--- config.mk ---
export PLATFORM = sky130hd
export DESIGN_NAME = screen_text_writer_flat
export DESIGN_NICKNAME = d
export VERILOG_FILES = /design/src/rtl/screen_pkg.sv /design/src/rtl/screen_text_writer_if.sv /design/src/rtl/screen_sweep.sv /design/src/rtl/screen_text_writer.sv /design/src/flat_wrapper.sv
export SDC_FILE = /design/constraint.sdc
export NUM_CORES = 1
export LEC_CHECK = 0
export ABC_AREA = 1
export CAP_MARGIN = 5
export CELL_PAD_IN_SITES_DETAIL_PLACEMENT = 1
export CELL_PAD_IN_SITES_GLOBAL_PLACEMENT = 2
export CORE_UTILIZATION = 28
export CTS_CLUSTER_SIZE = 14
export DETAILED_ROUTE_END_ITERATION = 12
export GPL_ROUTABILITY_DRIVEN = 0
export GPL_TIMING_DRIVEN = 0
export PLACE_DENSITY_LB_ADDON = 0.1
export RECOVER_POWER = 100
export REMOVE_ABC_BUFFERS = 1
export SYNTH_ARGS = -nofsm -noshare
export SYNTH_HDL_FRONTEND = slang
export SYNTH_HIERARCHICAL = 1
export SYNTH_SLANG_ARGS = --single-unit
--- constraint.sdc ---
create_clock -name clk -period 2.5 [get_ports clk]
set_clock_uncertainty 0.05 [all_clocks]
set_input_delay 0.5 -clock clk [delete_from_list [all_inputs] [get_ports clk]]
set_output_delay 0.5 -clock clk [all_outputs]
set_load 0.05 [all_outputs]
--- src/rtl/screen_pkg.sv ---
// rtl/screen_pkg.sv - shared constants, state encoding and address packing for the screen text writer
package screen_pkg;

  localparam int DEFAULT_COLS = 80;
  localparam int DEFAULT_ROWS = 40;
  localparam int ADDR_W       = 15;

  localparam logic [7:0] ASCII_BS = 8'h08;
  localparam logic [7:0] ASCII_LF = 8'h0A;
  localparam logic [7:0] ASCII_FF = 8'h0C;
  localparam logic [7:0] ASCII_CR = 8'h0D;

  typedef enum logic [1:0] {
    ST_IDLE,
    ST_PUT,
    ST_CLEAR_ROW,
    ST_CLEAR_ALL
  } state_t;

  // Same packing the raster reader uses for its read address.
  function automatic logic [ADDR_W-1:0] pack_addr(input logic [6:0] row, input logic [7:0] col);
    return {row, col};
  endfunction

  function automatic logic is_printable(input logic [7:0] c);
    return (c >= 8'h20) && (c <= 8'h7E);
  endfunction

endpackage

--- src/rtl/screen_text_writer_if.sv ---
// rtl/screen_text_writer_if.sv - byte stream in, screen RAM write port out
interface screen_text_writer_if;
  import screen_pkg::*;

  logic              char_valid;
  logic [7:0]        char_data;
  logic              char_ready;
  logic              wr_en;
  logic [ADDR_W-1:0] wr_addr;
  logic [7:0]        wr_data;

  modport master (
    output char_valid, char_data,
    input  char_ready, wr_en, wr_addr, wr_data
  );

  modport slave (
    input  char_valid, char_data,
    output char_ready, wr_en, wr_addr, wr_data
  );

endinterface

--- src/rtl/screen_sweep.sv ---
// rtl/screen_sweep.sv - row/column sweep counter for single-row and full-screen clears
module screen_sweep
  import screen_pkg::*;
#(
  parameter int COLS = DEFAULT_COLS,
  parameter int ROWS = DEFAULT_ROWS
) (
  input  logic              clk,
  input  logic              rst_n,
  input  logic              start,
  input  logic              row_only,
  input  logic [6:0]        start_row,
  output logic [ADDR_W-1:0] addr,
  output logic              active,
  output logic              done
);

  localparam logic [7:0] LAST_COL = 8'(COLS - 1);
  localparam logic [6:0] LAST_ROW = 7'(ROWS - 1);

  logic [7:0] col_q;
  logic [6:0] row_q;
  logic       row_only_q;
  logic       last_col;
  logic       last_row;

  assign last_col = (col_q == LAST_COL);
  assign last_row = (row_q == LAST_ROW);
  assign done     = active && last_col && (row_only_q || last_row);

  // addr is the cell to be written in the following cycle, so the caller can register it.
  always_comb begin
    addr = pack_addr(row_q, col_q);
    if (start)
      addr = pack_addr(row_only ? start_row : 7'd0, 8'd0);
    else if (last_col)
      addr = pack_addr(row_q + 7'd1, 8'd0);
    else
      addr = pack_addr(row_q, col_q + 8'd1);
  end

  always_ff @(posedge clk or negedge rst_n) begin
    if (!rst_n) begin
      active     <= 1'b0;
      row_only_q <= 1'b0;
      row_q      <= 7'd0;
      col_q      <= 8'd0;
    end else if (start) begin
      active     <= 1'b1;
      row_only_q <= row_only;
      row_q      <= row_only ? start_row : 7'd0;
      col_q      <= 8'd0;
    end else if (active) begin
      if (last_col) begin
        col_q <= 8'd0;
        if (row_only_q || last_row)
          active <= 1'b0;
        else
          row_q <= row_q + 7'd1;
      end else begin
        col_q <= col_q + 8'd1;
      end
    end
  end

endmodule

--- src/rtl/screen_text_writer.sv ---
// rtl/screen_text_writer.sv - putchar byte stream to screen RAM writes with cursor and control codes
module screen_text_writer
  import screen_pkg::*;
#(
  parameter int COLS           = DEFAULT_COLS,
  parameter int ROWS           = DEFAULT_ROWS,
  parameter bit CLEAR_ON_RESET = 1'b0
) (
  input  logic                 clk,
  input  logic                 rst_n,
  screen_text_writer_if.slave  bus,
  output logic [7:0]           cur_x,
  output logic [6:0]           cur_y,
  output logic                 busy
);

  localparam logic [7:0] LAST_COL = 8'(COLS - 1);
  localparam logic [6:0] LAST_ROW = 7'(ROWS - 1);

  state_t            state_q, state_d;
  logic [7:0]        cur_x_q, x_d;
  logic [6:0]        cur_y_q, y_d;
  logic              put_adv_q, put_adv_d;
  logic              char_ready_q;
  logic              wr_en_q;
  logic [ADDR_W-1:0] wr_addr_q;
  logic [7:0]        wr_data_q;

  logic              accept;
  logic              put_load;
  logic [7:0]        put_byte;
  logic [6:0]        wrap_y;
  logic              sw_start, sw_row_only, sw_active, sw_done;
  logic [6:0]        sw_row;
  logic [ADDR_W-1:0] sw_addr;

  assign accept = bus.char_valid && char_ready_q;
  assign wrap_y = (cur_y_q == LAST_ROW) ? 7'd0 : cur_y_q + 7'd1;

  screen_sweep #(.COLS(COLS), .ROWS(ROWS)) u_sweep (
    .clk       (clk),
    .rst_n     (rst_n),
    .start     (sw_start),
    .row_only  (sw_row_only),
    .start_row (sw_row),
    .addr      (sw_addr),
    .active    (sw_active),
    .done      (sw_done)
  );

  always_comb begin
    state_d     = state_q;
    x_d         = cur_x_q;
    y_d         = cur_y_q;
    put_adv_d   = put_adv_q;
    put_load    = 1'b0;
    put_byte    = 8'h00;
    sw_start    = 1'b0;
    sw_row_only = 1'b1;
    sw_row      = wrap_y;
    unique case (state_q)
      ST_IDLE: begin
        if (accept) begin
          if (is_printable(bus.char_data)) begin
            state_d   = ST_PUT;
            put_load  = 1'b1;
            put_byte  = bus.char_data;
            put_adv_d = 1'b1;
          end else if (bus.char_data == ASCII_LF) begin
            x_d      = 8'd0;
            y_d      = wrap_y;
            state_d  = ST_CLEAR_ROW;
            sw_start = 1'b1;
          end else if (bus.char_data == ASCII_CR) begin
            x_d = 8'd0;
          end else if (bus.char_data == ASCII_BS) begin
            // Backspace erases the cell it steps back onto, without advancing afterwards.
            if (cur_x_q != 8'd0) begin
              x_d       = cur_x_q - 8'd1;
              state_d   = ST_PUT;
              put_load  = 1'b1;
              put_adv_d = 1'b0;
            end
          end else if (bus.char_data == ASCII_FF) begin
            state_d     = ST_CLEAR_ALL;
            sw_start    = 1'b1;
            sw_row_only = 1'b0;
          end
        end
      end
      ST_PUT: begin
        state_d = ST_IDLE;
        if (put_adv_q) begin
          if (cur_x_q == LAST_COL) begin
            x_d      = 8'd0;
            y_d      = wrap_y;
            state_d  = ST_CLEAR_ROW;
            sw_start = 1'b1;
          end else begin
            x_d = cur_x_q + 8'd1;
          end
        end
      end
      ST_CLEAR_ROW: begin
        if (sw_done)
          state_d = ST_IDLE;
      end
      ST_CLEAR_ALL: begin
        // Entered straight from reset with no sweep running when CLEAR_ON_RESET is set.
        if (!sw_active) begin
          sw_start    = 1'b1;
          sw_row_only = 1'b0;
        end else if (sw_done) begin
          state_d = ST_IDLE;
          x_d     = 8'd0;
          y_d     = 7'd0;
        end
      end
      default: state_d = ST_IDLE;
    endcase
  end

  always_ff @(posedge clk or negedge rst_n) begin
    if (!rst_n) begin
      state_q      <= CLEAR_ON_RESET ? ST_CLEAR_ALL : ST_IDLE;
      cur_x_q      <= 8'd0;
      cur_y_q      <= 7'd0;
      put_adv_q    <= 1'b0;
      char_ready_q <= 1'b0;
    end else begin
      state_q      <= state_d;
      cur_x_q      <= x_d;
      cur_y_q      <= y_d;
      put_adv_q    <= put_adv_d;
      char_ready_q <= (state_d == ST_IDLE);
    end
  end

  // Write port is loaded one cycle ahead so every output comes straight from a flop.
  always_ff @(posedge clk or negedge rst_n) begin
    if (!rst_n) begin
      wr_en_q   <= 1'b0;
      wr_addr_q <= '0;
      wr_data_q <= 8'h00;
    end else if (put_load) begin
      wr_en_q   <= 1'b1;
      wr_addr_q <= pack_addr(y_d, x_d);
      wr_data_q <= put_byte;
    end else if (sw_start || (sw_active && !sw_done)) begin
      wr_en_q   <= 1'b1;
      wr_addr_q <= sw_addr;
      wr_data_q <= 8'h00;
    end else begin
      wr_en_q <= 1'b0;
    end
  end

  assign bus.char_ready = char_ready_q;
  assign bus.wr_en      = wr_en_q;
  assign bus.wr_addr    = wr_addr_q;
  assign bus.wr_data    = wr_data_q;
  assign cur_x          = cur_x_q;
  assign cur_y          = cur_y_q;
  assign busy           = (state_q != ST_IDLE);

endmodule
--- src/flat_wrapper.sv ---
// flat-port wrapper written by rule: the top's interface ports become plain ports
module screen_text_writer_flat import screen_pkg::*;
#(
  parameter int COLS           = DEFAULT_COLS,
  parameter int ROWS           = DEFAULT_ROWS,
  parameter bit CLEAR_ON_RESET = 1'b0
)
  (clk, rst_n, cur_x, cur_y, busy, bus_char_valid, bus_char_data, bus_char_ready, bus_wr_en, bus_wr_addr, bus_wr_data);
  screen_text_writer_if bus_i ();
  input  logic clk;
  input  logic rst_n;
  output logic [7:0] cur_x;
  output logic [6:0] cur_y;
  output logic busy;
  input wire logic [$bits(bus_i.char_valid)-1:0] bus_char_valid;
  input wire logic [$bits(bus_i.char_data)-1:0] bus_char_data;
  output wire logic [$bits(bus_i.char_ready)-1:0] bus_char_ready;
  output wire logic [$bits(bus_i.wr_en)-1:0] bus_wr_en;
  output wire logic [$bits(bus_i.wr_addr)-1:0] bus_wr_addr;
  output wire logic [$bits(bus_i.wr_data)-1:0] bus_wr_data;
  assign bus_i.char_valid = bus_char_valid;
  assign bus_i.char_data = bus_char_data;
  assign bus_char_ready = bus_i.char_ready;
  assign bus_wr_en = bus_i.wr_en;
  assign bus_wr_addr = bus_i.wr_addr;
  assign bus_wr_data = bus_i.wr_data;
  screen_text_writer #(.COLS(COLS), .ROWS(ROWS), .CLEAR_ON_RESET(CLEAR_ON_RESET)) u_core (.clk(clk), .rst_n(rst_n), .bus(bus_i), .cur_x(cur_x), .cur_y(cur_y), .busy(busy));
endmodule
Yosys cells after proc, flatten, opt, wreduce, memory -nomap -nowiden
Cells that the tools add are included.
{ "totals": {"register_bits": 60, "out_inout_bits": 41} }
{ "classes": {"n_reduce_logical": 19, "n_lt_le_gt_ge": 2, "add_sub_neg": 5, "n_mux": 85, "n_eq_ne": 14} }
{ "op_table": {"columns": ["operator", "count"], "rows": [
  ["8-bit two-way mux", 18],
  ["7-bit two-way mux", 13],
  ["15-bit two-way mux", 4],
  ["1-bit two-way mux", 34],
  ["8-bit by 4-bit equality test with 1-bit output (second input constant)", 4],
  ["8-bit one-hot mux with 3 select lines", 1],
  ["2-bit two-way mux", 11],
  ["7-bit one-hot mux with 3 select lines", 1],
  ["8-bit by 1-bit adder with 8-bit output (second input constant)", 2],
  ["8-bit by 7-bit equality test with 1-bit output (second input constant)", 2],
  ["7-bit by 1-bit adder with 7-bit output (second input constant)", 2],
  ["7-bit by 6-bit equality test with 1-bit output (second input constant)", 2],
  ["2-bit nonzero test", 6],
  ["8-bit by 6-bit greater-or-equal comparator with 1-bit output (second input constant)", 1],
  ["8-bit by 7-bit less-or-equal comparator with 1-bit output (second input constant)", 1],
  ["2-bit one-hot mux with 4 select lines", 1],
  ["8-bit nonzero test", 1],
  ["8-bit by 1-bit subtractor with 8-bit output (second input constant)", 1],
  ["2-bit by 1-bit inequality test with 1-bit output (second input constant)", 3],
  ["6-bit AND reduction", 1],
  ["1-bit logical AND", 5],
  ["2-bit equality test (second input constant)", 2],
  ["2-bit zero test", 2],
  ["1-bit one-hot mux with 3 select lines", 1],
  ["other kinds (5)", 6]
]} }

Depth between registers and ports, before layout
{ "logic_depth": {"word_depth": 12, "ltp_mapped": 18, "depth_no_buf": 18} }

Cells and area by module
The synthesis kept the hierarchy.
{ "by_module_without_submodules": {"columns": ["module", "area_per_inst_um2", "instances", "cells_per_inst"], "rows": [
  ["screen_text_writer", 3216.8, 1, 484],
  ["screen_sweep", 1286.2, 1, 190]
]} }

Least setup slack after synthesis
OpenSTA, ideal clock, no wires.
{ "synth_timing": {"path_type": "reg-to-reg", "startpoint": "register u_core.cur_x_q[0] (netlist: u_core/cur_x[0])", "endpoint": "register u_core.wr_addr_q[14] (netlist: u_core/bus.wr_addr[14])", "synth_period_minus_slack_ps": 2667, "path_slack_ps": -167, "stages_incl_launch_ff": 17, "setup_time_ps": 124, "required_ps": 2326, "n_path_buf": 2, "arrival_time_ps": 2493, "path_cell_list": "dfrtp_1 -> ha_1 -> nand3_1 -> nor2_4 -> nand3_4 -> nand3_1 -> nand2_2 -> inv_1 -> buf_2 -> inv_1 -> buf_4 -> nand3_1 -> nand2_1 -> o21ai_0 -> nand2_1 -> a22oi_1 -> a21oi_1"} }
{ "synth_rtl": {"columns": ["item", "line", "source"], "rows": [
  ["start: declaration", "screen_text_writer.sv:21", "logic [7:0] cur_x_q, x_d;"],
  ["start signal: assignment", "screen_text_writer.sv:126", "cur_x_q <= 8'd0;"],
  ["start signal: assignment", "screen_text_writer.sv:132", "cur_x_q <= x_d;"],
  ["8-bit by 7-bit equality test with 1-bit output", "screen_text_writer.sv:94", "if (cur_x_q == LAST_COL) begin"],
  ["1-bit two-way mux", "screen_text_writer.sv:94", null],
  ["1-bit two-way mux", "screen_text_writer.sv:93", "if (put_adv_q) begin"],
  ["1-bit one-hot mux with 3 select lines", "screen_text_writer.sv:61", "unique case (state_q)"],
  ["via u_core.sw_start", "screen_text_writer.sv:33", "logic sw_start, sw_row_only, sw_active, sw_done;"],
  ["15-bit two-way mux", "screen_sweep.sv:34", "if (start)"],
  ["via u_core.sw_addr[14]", "screen_text_writer.sv:35", "logic [ADDR_W-1:0] sw_addr;"],
  ["15-bit two-way mux", "screen_text_writer.sv:149", "end else if (sw_start || (sw_active && !sw_done)) begin"],
  ["15-bit two-way mux", "screen_text_writer.sv:145", "end else if (put_load) begin"],
  ["end signal: assignment", "screen_text_writer.sv:147", "wr_addr_q <= pack_addr(y_d, x_d);"],
  ["end signal: assignment", "screen_text_writer.sv:151", "wr_addr_q <= sw_addr;"],
  ["end: declaration", "screen_text_writer.sv:26", "logic [ADDR_W-1:0] wr_addr_q;"]
]} }
The timed path passes the listed nets, and every way through them passes these cells. The select of a mux whose other input is x is not followed.
A chain may end at the register's enable or synchronous reset.

Worst setup path in the final report
{ "layout_timing": {"startpoint": "register u_core.cur_x_q[4] (netlist: u_core/cur_x[4])", "endpoint": "register u_core.wr_addr_q[2] (netlist: u_core/bus.wr_addr[2])"} }
Same word-level chain as after synthesis.

==> impl_results.md <==
- Pin count of the biggest net entering global routing: 61
- Critical path buffers and inverters: 3
- Non-Filler Instances: 988
- Final worst path period share: 0.953
- Post-Syn Instances: 674
- Max-slew violation count: 61
- Vias in the first global route: 4851
- Post-synth EDFFs: 0
- Wire length per cell: 16.6 um
- Layout area overhead: 35.7%
- Core area: 15400 um2
- H-Tree Depth: 3
- Routed WL: 16400 um
- Post-synthesis xor/xnor area fraction: 0.00972
- Largest family of logic cells by synthesized area: simple AND/OR/NAND/NOR gates
- Total Routing Usage GR: 0.202
- Ys flop type: dfrtp_1
- Chip height: 129 um
- Full die area: 16600 um2
- Area fraction in compound gates after synthesis: 0.106
- Synth Area in Adders: 0.0278
- Crit path largest cell delay: 480 ps
- Die width: 129 um
- Mux cell area share after synthesis: 0
- CTS Buf Count: 9
- Status: complete, but fails checks
- Total gr overflow: 0
- Ant diodes: 0
- Simple-Gate Fraction of Synth Area: 0.426
- Final setup fails: 0
- Violated checks: capacitance limit, slew limit
- Crit path max fanout: 6
- Unique masters post-synth: 41
- Final antenna-violating net count: 0
- Initial Util: 0.292
- Initial antenna violation count: 0
- Root Buffer: clkbuf_16
- Final hold violation count: 0
- Kind of critical path: flip-flop to flip-flop
- First-pass GRT wire length: 25400 um
- Max Buffers Root-to-Sink: 2
- Clock Latency Late Sink: 340 ps
- CTS Hold Bufs: 0
- Row Count: 45
- Max VDD drop: 416 uV
- Via density per instance: 4.82
- Ys async rst share: 1.00
- Iteration-0 DRC Markers: 179
- Setup_tns: 0 ps
- Crit-path leading delay family: simple AND/OR/NAND/NOR gates
- Arrival @ worst endpoint: 2570 ps
- Fraction of layout cells with a size suffix above 1: 0.216
- Half-perimeter wire length after placement: 11400 um
- Final Net Count: 793
- CP required: 2680 ps
- Final instance area: 6110 um2
- CP Capture Type: flip-flop
- Relative slew slack: -0.0844
- Most frequent cells in the layout: 216 x nand2_1, 66 x nand3_1, 64 x nor2_1
- Pwr Total: 7.59 mW
- Clock sink total: 60
- First-pass DRT Iterations: 4
- Placed Area: 5160 um2
- Fillers: 1996
- FF+latch count, synth: 60
- Synthesized area: 4500 um2
- Avg Cell Area, Syn: 6.68 um2
- Max Cap Viol: 1
- Leak pwr: 2.99 nW
- PD cells: 1240 nW/um2
- Startpoint Class: flip-flop
- Least-Margin Pin Slew: 1630 ps
- Drc violations: 0
- TritonCTS clock tree: yes
- Fin crit period: 2380 ps
- Crit path cell chain: nor2_8 > nand2_2 > nor2_4 > nand3_4 > nand3_2 > nand2_4 > clkinvlp_4 > clkinvlp_4 > buf_6 > o21ai_0 > a21oi_1 > or2_4 > nand3_2 > nand2_1
- CTS clk-pin slew, worst paths: 60 ps
- Hold Path Class: flip-flop to flip-flop
- Sequential fraction of the synthesis area: 0.333
- R2R Setup Slk: 120 ps
- Placed Cells: 919
- DR vias: 4761
- IO Port Bufs: 51
- Commonest non-fill, non-tap cell in the layout: nand2_1
- CP max stage cell: dfrtp_2
- Ports: 52
- Max Fclk: 420 MHz
- Syn. warnings: 6
registers in the layout, summed over array words and instances (netlist names):
| name | count |
|---|---|
| u_core/bus.wr_en | 1 |
| u_core/u_sweep/row_only_q | 1 |
| u_core/u_sweep/row_q | 7 |
| u_core/state_q | 2 |
| u_core/put_adv_q | 1 |
| u_core/u_sweep/col_q | 8 |
| u_core/cur_x | 8 |
| u_core/bus.wr_data | 8 |
| u_core/u_sweep/active | 1 |
| u_core/cur_y | 7 |
| u_core/bus.wr_addr | 15 |
| u_core/bus.char_ready | 1 |
cell type report:
type / instances / area (um2) / area share
clock buffer: 10 / 239 / 0.0391
timing repair inverter: 1 / 5.00 / 0.000819
inverter: 85 / 357 / 0.0584
tap: 211 / 264 / 0.0432
sequential: 60 / 1510 / 0.247
multi-input combinational: 513 / 2760 / 0.452
timing repair buffer: 102 / 908 / 0.149
clock inverter: 6 / 63.8 / 0.0104
per-stage QoR:
| step | utilization | hold slack [ps] | setup WS, ps |
|---|---|---|---|
| floorplan | - | 154 | -278 |
| global placement | 0.335 | 414 | -1450 |
| detailed placement | 0.335 | 420 | -1230 |
| CTS | 0.374 | 239 | -25.9 |
| global route | 0.396 | 464 | -30.2 |
| finish | 0.396 | 428 | 117 |
path summary, 6_finish.rpt:
path	start	endpoint	cells past startpoint
worst min-delay path	u_core/bus.wr_addr[0]	u_core/bus.wr_addr[0]	2
worst max-delay path	u_core/cur_x[4]	u_core/bus.wr_addr[2]	14
max in group asynchronous	rst_n	u_core/u_sweep/row_q[1]	1
min in group asynchronous	rst_n	u_core/cur_x[0]	1
worst max register to register	u_core/cur_x[4]	u_core/bus.wr_addr[2]	14
worst min register to register	u_core/bus.wr_addr[0]	u_core/bus.wr_addr[0]	2
worst register-to-register path, delay by kind of cell, from the launching register on:
family,cells,cell delay [ps]
AO/OA/AOI/OAI,2,150
buffers and inverters,3,550
flip-flops,1,480
AND/OR/NAND/NOR,9,1040
routing by layer:
layer	global-route usage	wire length, um	vias up
li1	-	-	2350
met1	0.268	7860	2339
met4	0.0754	266	0
met5	0	0	-
met2	0.338	7830	52
met3	0.0216	392	20
what timing repair did:
action                                  CTS  global route
gates cloned                              1             1
resized for setup                        42            38
pin swaps                                13            16
endpoints found under the setup margin   51            33
setup buffers                            26            25
cells in the mapped netlist, drive strengths merged (2+ instances only):
cell,number,share of area
o22ai,2,0.0028
a31oi,5,0.0069
nand4,7,0.011
nor3,6,0.0078
clkbuf,3,0.0025
buf,14,0.023
nand2,234,0.21
a21oi,24,0.029
inv,85,0.072
o21ai,47,0.053
nor2,84,0.094
or2,3,0.0042
dfrtp,60,0.33
nand3,78,0.10
xor2,4,0.0078
ha,10,0.028
power breakdown:
part	switching (mW)	internal, mW
clock	0.487	0.796
sequential	0.424	1.32
combinational	2.98	1.58
kinds of logic after synthesis:
logic type	after synthesis
compound gates	85
xor+xnor	5
fa+ha+maj	10
buf+inv	102
flops	60
simple gates	412
(Power assumes the default switching activity.)
==> variant 1 (config.mk and constraints unchanged) <==
The 4 states of `state_t` get a Gray code encoding in 2 bits.
--- a/src/rtl/screen_pkg.sv
+++ b/src/rtl/screen_pkg.sv
@@ -12,8 +12,8 @@
 
   typedef enum logic [1:0] {
-    ST_IDLE,
-    ST_PUT,
-    ST_CLEAR_ROW,
-    ST_CLEAR_ALL
+    ST_IDLE      = 2'b00,
+    ST_PUT       = 2'b01,
+    ST_CLEAR_ROW = 2'b11,
+    ST_CLEAR_ALL = 2'b10
   } state_t;
 
Behaviour: same outputs for any inputs over 4 cycles, from zero or initial values and one cycle with rst_n low; so few cycles prove little.
==> variant 1 against the original RTL <==
  * The run ends with design-rule violations, max-capacitance violations, max-slew violations left
  * Core utilization down 1.5 points
  * Sequential cell count unchanged
  * Setup slack gained 0.021 ns
  * Routed wire length shrank 12%
  * Synthesized cell count decreased by 6.5%
  * Fmax increased by 0.87%
  * Critical path depth unchanged
  * Register-to-register slack improved by 0.06 ns
  * Area after synthesis fell by 6.2%
  * Final area shrank 8.6%
  * Count of clock-buffer cells in the layout increased by 1
  * Critical path type is now input pin to flip-flop
  * Largest cell class unchanged
Power is not compared: it rests on default switching activity, and its combinational part moved more than twofold at a synthesized area within 25%.
==> variant 1: results (changes against the original RTL) <==
Synthesis
The distinct cell type count of the synthesized netlist is 38 (was 41). The fraction of registers with async set/reset is 1.00 (unchanged). Most frequent cells after synthesis: 229 x nand2_1, 82 x nor2_1, 60 x dfrtp_1 (was 222 x nand2_1, 73 x inv_1, 72 x nand3_1).

The mean cell area of the mapped netlist is 6.70 µm² (was 6.68 µm²). The area share of the leading cell type in the synthesized netlist is 0.356 (was 0.333). Largest cells by area after synthesis: dfrtp_1 36%, nand2_1 20%, nor2_1 7.3% (was dfrtp_1 33%, nand2_1 19%, nand3_1 8.0%). The sequential share of the synthesized area came to 0.356 (was 0.333).

The total number of yosys warnings was 6 (unchanged).

Critical path
The capturing point of the worst reg2reg path is u_core/bus.wr_addr[14] (was u_core/bus.wr_addr[2]). The maximum fanout count along the critical path is 11 (was 6). The length in cells of the worst reg-to-reg path is 17 (was 14).

The data arrival time at the worst-slack endpoint came to 2.59 ns (was 2.57 ns). The termination of the worst setup path was u_core/bus.wr_addr[9] (was u_core/bus.wr_addr[2]). The worst setup path startpoint is bus_char_data[6] (was u_core/cur_x[4]). The worst flop-to-flop path startpoint is u_core/cur_x[5] (was u_core/cur_x[4]). The setup slack on the worst flop-to-flop path was 0.18 ns (was 0.12 ns).

Route
The number of violations reported at the end of detailed-routing iteration 0 is 159 (was 179). The number of iterations in the first detailed-routing pass is 8 (was 4). The post-detailed-route DRC marker count is 8 (was 0).

The via count of the routed design was 4314 (was 4761). The detail-routed net length per standard cell is 16.1 µm (was 16.6 µm).

Placement
The count of buffers from port buffering came to 51 (unchanged). The final HPWL from detailed placement is 10100 µm (was 11400 µm). The total placed cells including tap cells came to 851 (was 919). The cell area after placement is 4860 µm² (was 5160 µm²).

Global route
The overall global routing resource usage was 0.197 (was 0.202). The wire length of the first global-routing pass is 23800 µm (was 25400 µm). The pin count of the biggest net entering global routing is 61 (unchanged). The number of global-route vias before repair is 4582 (was 4851).

Finish
The final cell count without fillers came to 897 (was 988). The fraction of layout instances using a drive strength above 1 is 0.170 (was 0.216). The number of antenna diodes was 0 (unchanged).

The net total in the final layout is 726 (was 793).

Flow run
The number of maximum-capacitance violations came to 1 (unchanged).

STA
The count of pins over their slew limit came to 61 (unchanged). The remaining max-slew budget at the tightest pin is -0.104 (was -0.0844).

Hold path
The hold path startpoint is bus_char_data[4] (was u_core/bus.wr_addr[0]). The classification of the worst-slack hold path is input pin to flip-flop (was flip-flop to flip-flop).

Status
Violations in the final reports: design-rule violations, max-capacitance violations, max-slew violations (was max-capacitance violations, max-slew violations). Outcome: finished, violations left (unchanged).

Clock tree
The total CTS buffers came to 9 (unchanged).
[variant 1: kinds of logic (layout without fill, tap and decap cells)]
family | Yosys count | in the layout | share of synthesized area
flops | 60 | 60 | 0.356
compound gates | 56 | 56 | 0.0741
buf+inv | 81 | 163 | 0.0844
xor+xnor | 5 | 5 | 0.0104
simple gates | 422 | 423 | 0.458
fa+ha+maj | 6 | 6 | 0.0178
[variant 1: how the worst min path moves through the flow]
stage / endpoint / slack [ns] / depth (start not counted)
finish: u_core/bus.wr_data[4] / 0.40 / 3
global route: u_core/bus.wr_data[4] / 0.44 / 3
CTS: u_core/cur_x[7] / 0.25 / 1
detailed placement: u_core/bus.wr_addr[2] / 0.42 / 2
global placement: u_core/bus.wr_data[4] / 0.41 / 2
floorplan: u_core/bus.char_ready / 0.15 / 0
[variant 1: routing by layer]
layer | up-vias | part of all wire | GRT usage
met1 | 2069 | 0.48 | 0.256
met3 | 18 | 0.027 | 0.0309
met2 | 65 | 0.47 | 0.327
met5 | - | 0 | 0
li1 | 2162 | - | -
met4 | 0 | 0.023 | 0.0799
[variant 1: power by group]
part	total, µW	internal (µW)	switching, µW
registers	972	972	0
logic	60.6	17.2	43.4
clock network	1400	919	477
total	2430	1910	521
[variant 1: repair_timing]
item / 4_1_cts / 5_1_grt
setup endpoints to repair: 37 / 32
setup buffers: 20 / 10
gates cloned: 1 / 0
pin swaps: 9 / 8
resized for setup: 24 / 32
[variant 1: critical path, stage by stage]
cell	delay, ns
clkdlybuf4s50_1	0.44
nor2_2	0.11
nand2_2	0.10
buf_4	0.17
nor2_4	0.26
o21ai_2	0.12
nand2_2	0.09
nand2_4	0.13
nand2_2	0.15
nor2_4	0.07
buf_12	0.14
nor2_1	0.15
o21ai_1	0.10
nand2_1	0.07
[variant 1: through the flow]
step / hold WS [ns] / total power (µW) / setup slack (ns)
6_report: 0.397 / 2430 / 0.138
3_3_place_gp: 0.407 / 1050 / -1.43
3_5_place_dp: 0.417 / 1050 / -0.887
2_1_floorplan: 0.154 / 1000 / 0.0374
5_1_grt: 0.438 / 2520 / -0.0341
4_1_cts: 0.252 / 2470 / 0.000794
[variant 1: area by class of cell]
cell class              count  area [µm²]
fillers                  1855        9060
multi-input cells         490        2470
flip-flops and latches     60        1510
repair buffers             81         772
inverters                  67         270
clock buffers              11         253
well taps                 184         230
clock inverters             4        72.6
==> variant 2 (same flow settings) <==
Made on the original files. `CLEAR_ON_RESET` is set to 1'b0 in 2 places; all go to 1'b1.
--- a/src/rtl/screen_text_writer.sv
+++ b/src/rtl/screen_text_writer.sv
@@ -5,5 +5,5 @@
   parameter int COLS           = DEFAULT_COLS,
   parameter int ROWS           = DEFAULT_ROWS,
-  parameter bit CLEAR_ON_RESET = 1'b0
+  parameter bit CLEAR_ON_RESET = 1'b1
 ) (
   input  logic                 clk,
--- a/src/flat_wrapper.sv
+++ b/src/flat_wrapper.sv
@@ -4,5 +4,5 @@
   parameter int COLS           = DEFAULT_COLS,
   parameter int ROWS           = DEFAULT_ROWS,
-  parameter bit CLEAR_ON_RESET = 1'b0
+  parameter bit CLEAR_ON_RESET = 1'b1
 )
   (clk, rst_n, cur_x, cur_y, busy, bus_char_valid, bus_char_data, bus_char_ready, bus_wr_en, bus_wr_addr, bus_wr_data);
Check against the original RTL: not equivalent (a bounded check fails within 4 cycles, from zero or initial values and one cycle with rst_n low).
==> variant 2 against the original RTL <==
  * The flow still finishes with violations (max-capacitance violations, max-slew violations)
  * Total power increased by 4.8%
  * Critical path depth decreased by 9
  * Register-to-register slack worse by 0.08 ns
  * Critical path type is now flip-flop to primary output
  * Sequential cell count unchanged
  * Sequential power up 3%
  * Routed wire length is 2.7% higher
  * Count of clock-buffer cells in the layout did not move
  * Final cell count increased by 0.91%
  * First-iteration DRC count is 6.1% lower
  * Global-route usage increased by 0.50 points
  * Setup slack worse by 0.094 ns
  * Area after synthesis barely moved
  * Final area is 3.1% higher
==> variant 2: results (changes against the original RTL) <==
Global route
The pin count of the biggest net entering global routing is 61 (unchanged). The overall global routing resource usage is 0.207 (was 0.202). The met3 routing resource usage after global routing is 0.0295 (was 0.0216). The number of antenna violations at the first check in global routing was 0 (unchanged). The number of global-route vias before repair is 4873 (was 4851). The wire length of the first global-routing pass is 26200 µm (was 25400 µm). The routing usage on met1 is 0.274 (was 0.268). The global routing met2 resource utilization came to 0.349 (was 0.338).

Synthesis
The distinct cell type count of the synthesized netlist came to 42 (was 41). The sequential share of the synthesized area came to 0.334 (was 0.333). The xor and xnor fraction of the mapped netlist area is 0.00972 (about the same).

The most area-hungry cell type in the Yosys netlist is dfrtp_1 (unchanged). The cell count after synthesis is 674 (unchanged). The post-synthesis compound-gate area fraction was 0.106 (about the same). Most frequent cells after synthesis: 222 x nand2_1, 73 x inv_1, 72 x nand3_1 (unchanged).

The share of synthesized area spent on multiplexers was 0 (unchanged). Largest cells by area after synthesis: dfrtp_1 32%, nand2_1 18%, nand3_1 8.0% (was dfrtp_1 33%, nand2_1 19%, nand3_1 8.0%). The adder-cell area share of the yosys netlist is 0.0278 (about the same). The fraction of registers with async set/reset is 1.00 (unchanged).

Finish
The final cell count without fillers was 997 (was 988). The filler cell count is 2021 (was 1996). The fraction of layout instances using a drive strength above 1 is 0.248 (was 0.216). The number of antenna diodes is 0 (unchanged). The net total in the final layout came to 797 (was 793). The number of flip-flops in the largest register came to 15 (unchanged).

Placement
The pre-CTS setup slack is -1.23 ns (about the same). The count of buffers from port buffering is 51 (unchanged). The final HPWL from detailed placement is 11500 µm (was 11400 µm). The total placed cells including tap cells is 924 (was 919).

Status
Outcome: finished, violations left (unchanged). Violations in the final reports: max-capacitance violations, max-slew violations (unchanged).

Route
The routed length on met3 is 359 µm (was 392 µm). The wire length after detailed routing is 16800 µm (was 16400 µm). The uppermost signal routing layer after detailed routing is met4 (unchanged). The number of iterations in the first detailed-routing pass is 4 (unchanged). The number of vias per cell is 4.75 (was 4.82). The routed length on met2 was 8210 µm (was 7830 µm). The post-route met1 wirelength is 7950 µm (was 7860 µm). The number of violations reported at the end of detailed-routing iteration 0 came to 168 (was 179).

Clock tree
The cell at the root of the clock tree was clkbuf_16 (unchanged). The buffer levels on the longest clock path is 2 (unchanged). The clock-pin slew on the worst setup and hold paths is 0.06 ns (about the same). The post-CTS setup repair buffer count came to 28 (was 26).

The post-CTS resize count is 47 (was 42). The clock insertion delay at the later pin of the skew report is 0.34 ns (about the same). The maximum level of the CTS H-tree was 3 (unchanged).

Critical path
The largest stage delay on the critical path is 0.62 ns (was 0.48 ns). The maximum fanout count along the critical path came to 4 (was 6). The data arrival time at the worst-slack endpoint was 1.93 ns (was 2.57 ns). The cell with the largest stage delay on the worst path is dfstp_2 (was dfrtp_2).

Power and ir drop
The peak supply drop is 0.000558 V (was 0.000416 V). The leakage power is 0.00304 µW (was 0.00299 µW).

STA
The count of pins over their slew limit is 61 (unchanged). The remaining max-slew budget at the tightest pin is -0.0865 (was -0.0844).

Flow run
The number of maximum-capacitance violations came to 1 (unchanged).

Hold path
The classification of the worst-slack hold path is flip-flop to flip-flop (unchanged).
-- variant 2: changes by cell type in the layout (fill, tap and decap cells not counted), sizes merged --
cell	unedited run	this run
clkinv	4	5
bufinv	1	2
dfstp	0	2
clkinvlp	7	5
buf	51	55
dfrtp	60	58
-- variant 2: worst max-delay path: cells and delay by family (launching register included) --
| family | cells | cell delay [ns] |
|---|---|---|
| DFF | 1 | 0.62 |
| buffers and inverters | 4 | 0.77 |
| adders and majority gates | 1 | 0.18 |
-- variant 2: worst paths after layout --
check	start	to	slack, ns	cells past startpoint
worst max-delay path	u_core/state_q[1]	busy	0.02	5
worst min-delay path	u_core/bus.wr_addr[0]	u_core/bus.wr_addr[0]	0.43	2
worst max register to register	u_core/state_q[0]	u_core/bus.wr_addr[14]	0.04	13
worst min register to register	u_core/bus.wr_addr[0]	u_core/bus.wr_addr[0]	0.43	2
max in group asynchronous	rst_n	u_core/cur_x[5]	0.78	1
min in group asynchronous	rst_n	u_core/cur_x[0]	0.51	1
-- variant 2: where the power goes --
part	total, µW	internal, µW	switching [µW]	leakage (µW)
clock network	1400	900	503	0.000162
logic	4760	1690	3070	0.00211
registers	1790	1330	459	0.000768
-- variant 2: area by class of cell --
cell class,instances,share of cell area
multi-input combinational,513,0.457
inverter,85,0.0574
timing repair buffer,106,0.150
clock buffer,10,0.0379
tap,216,0.0429
timing repair inverter,1,0.000794
sequential,60,0.240
clock inverter,6,0.0139
-- variant 2: through the flow --
stage	TNS (ns)	power [µW]	area [µm²]	utilization
after floorplan	-2.73	4410	4390	-
after global placement	-112.91	5650	5170	0.328
after detailed placement	-33.17	5720	5170	0.328
after CTS	0	7460	5820	0.369
after global routing	-0.741	8530	6300	0.400
final	0	7950	6300	0.400
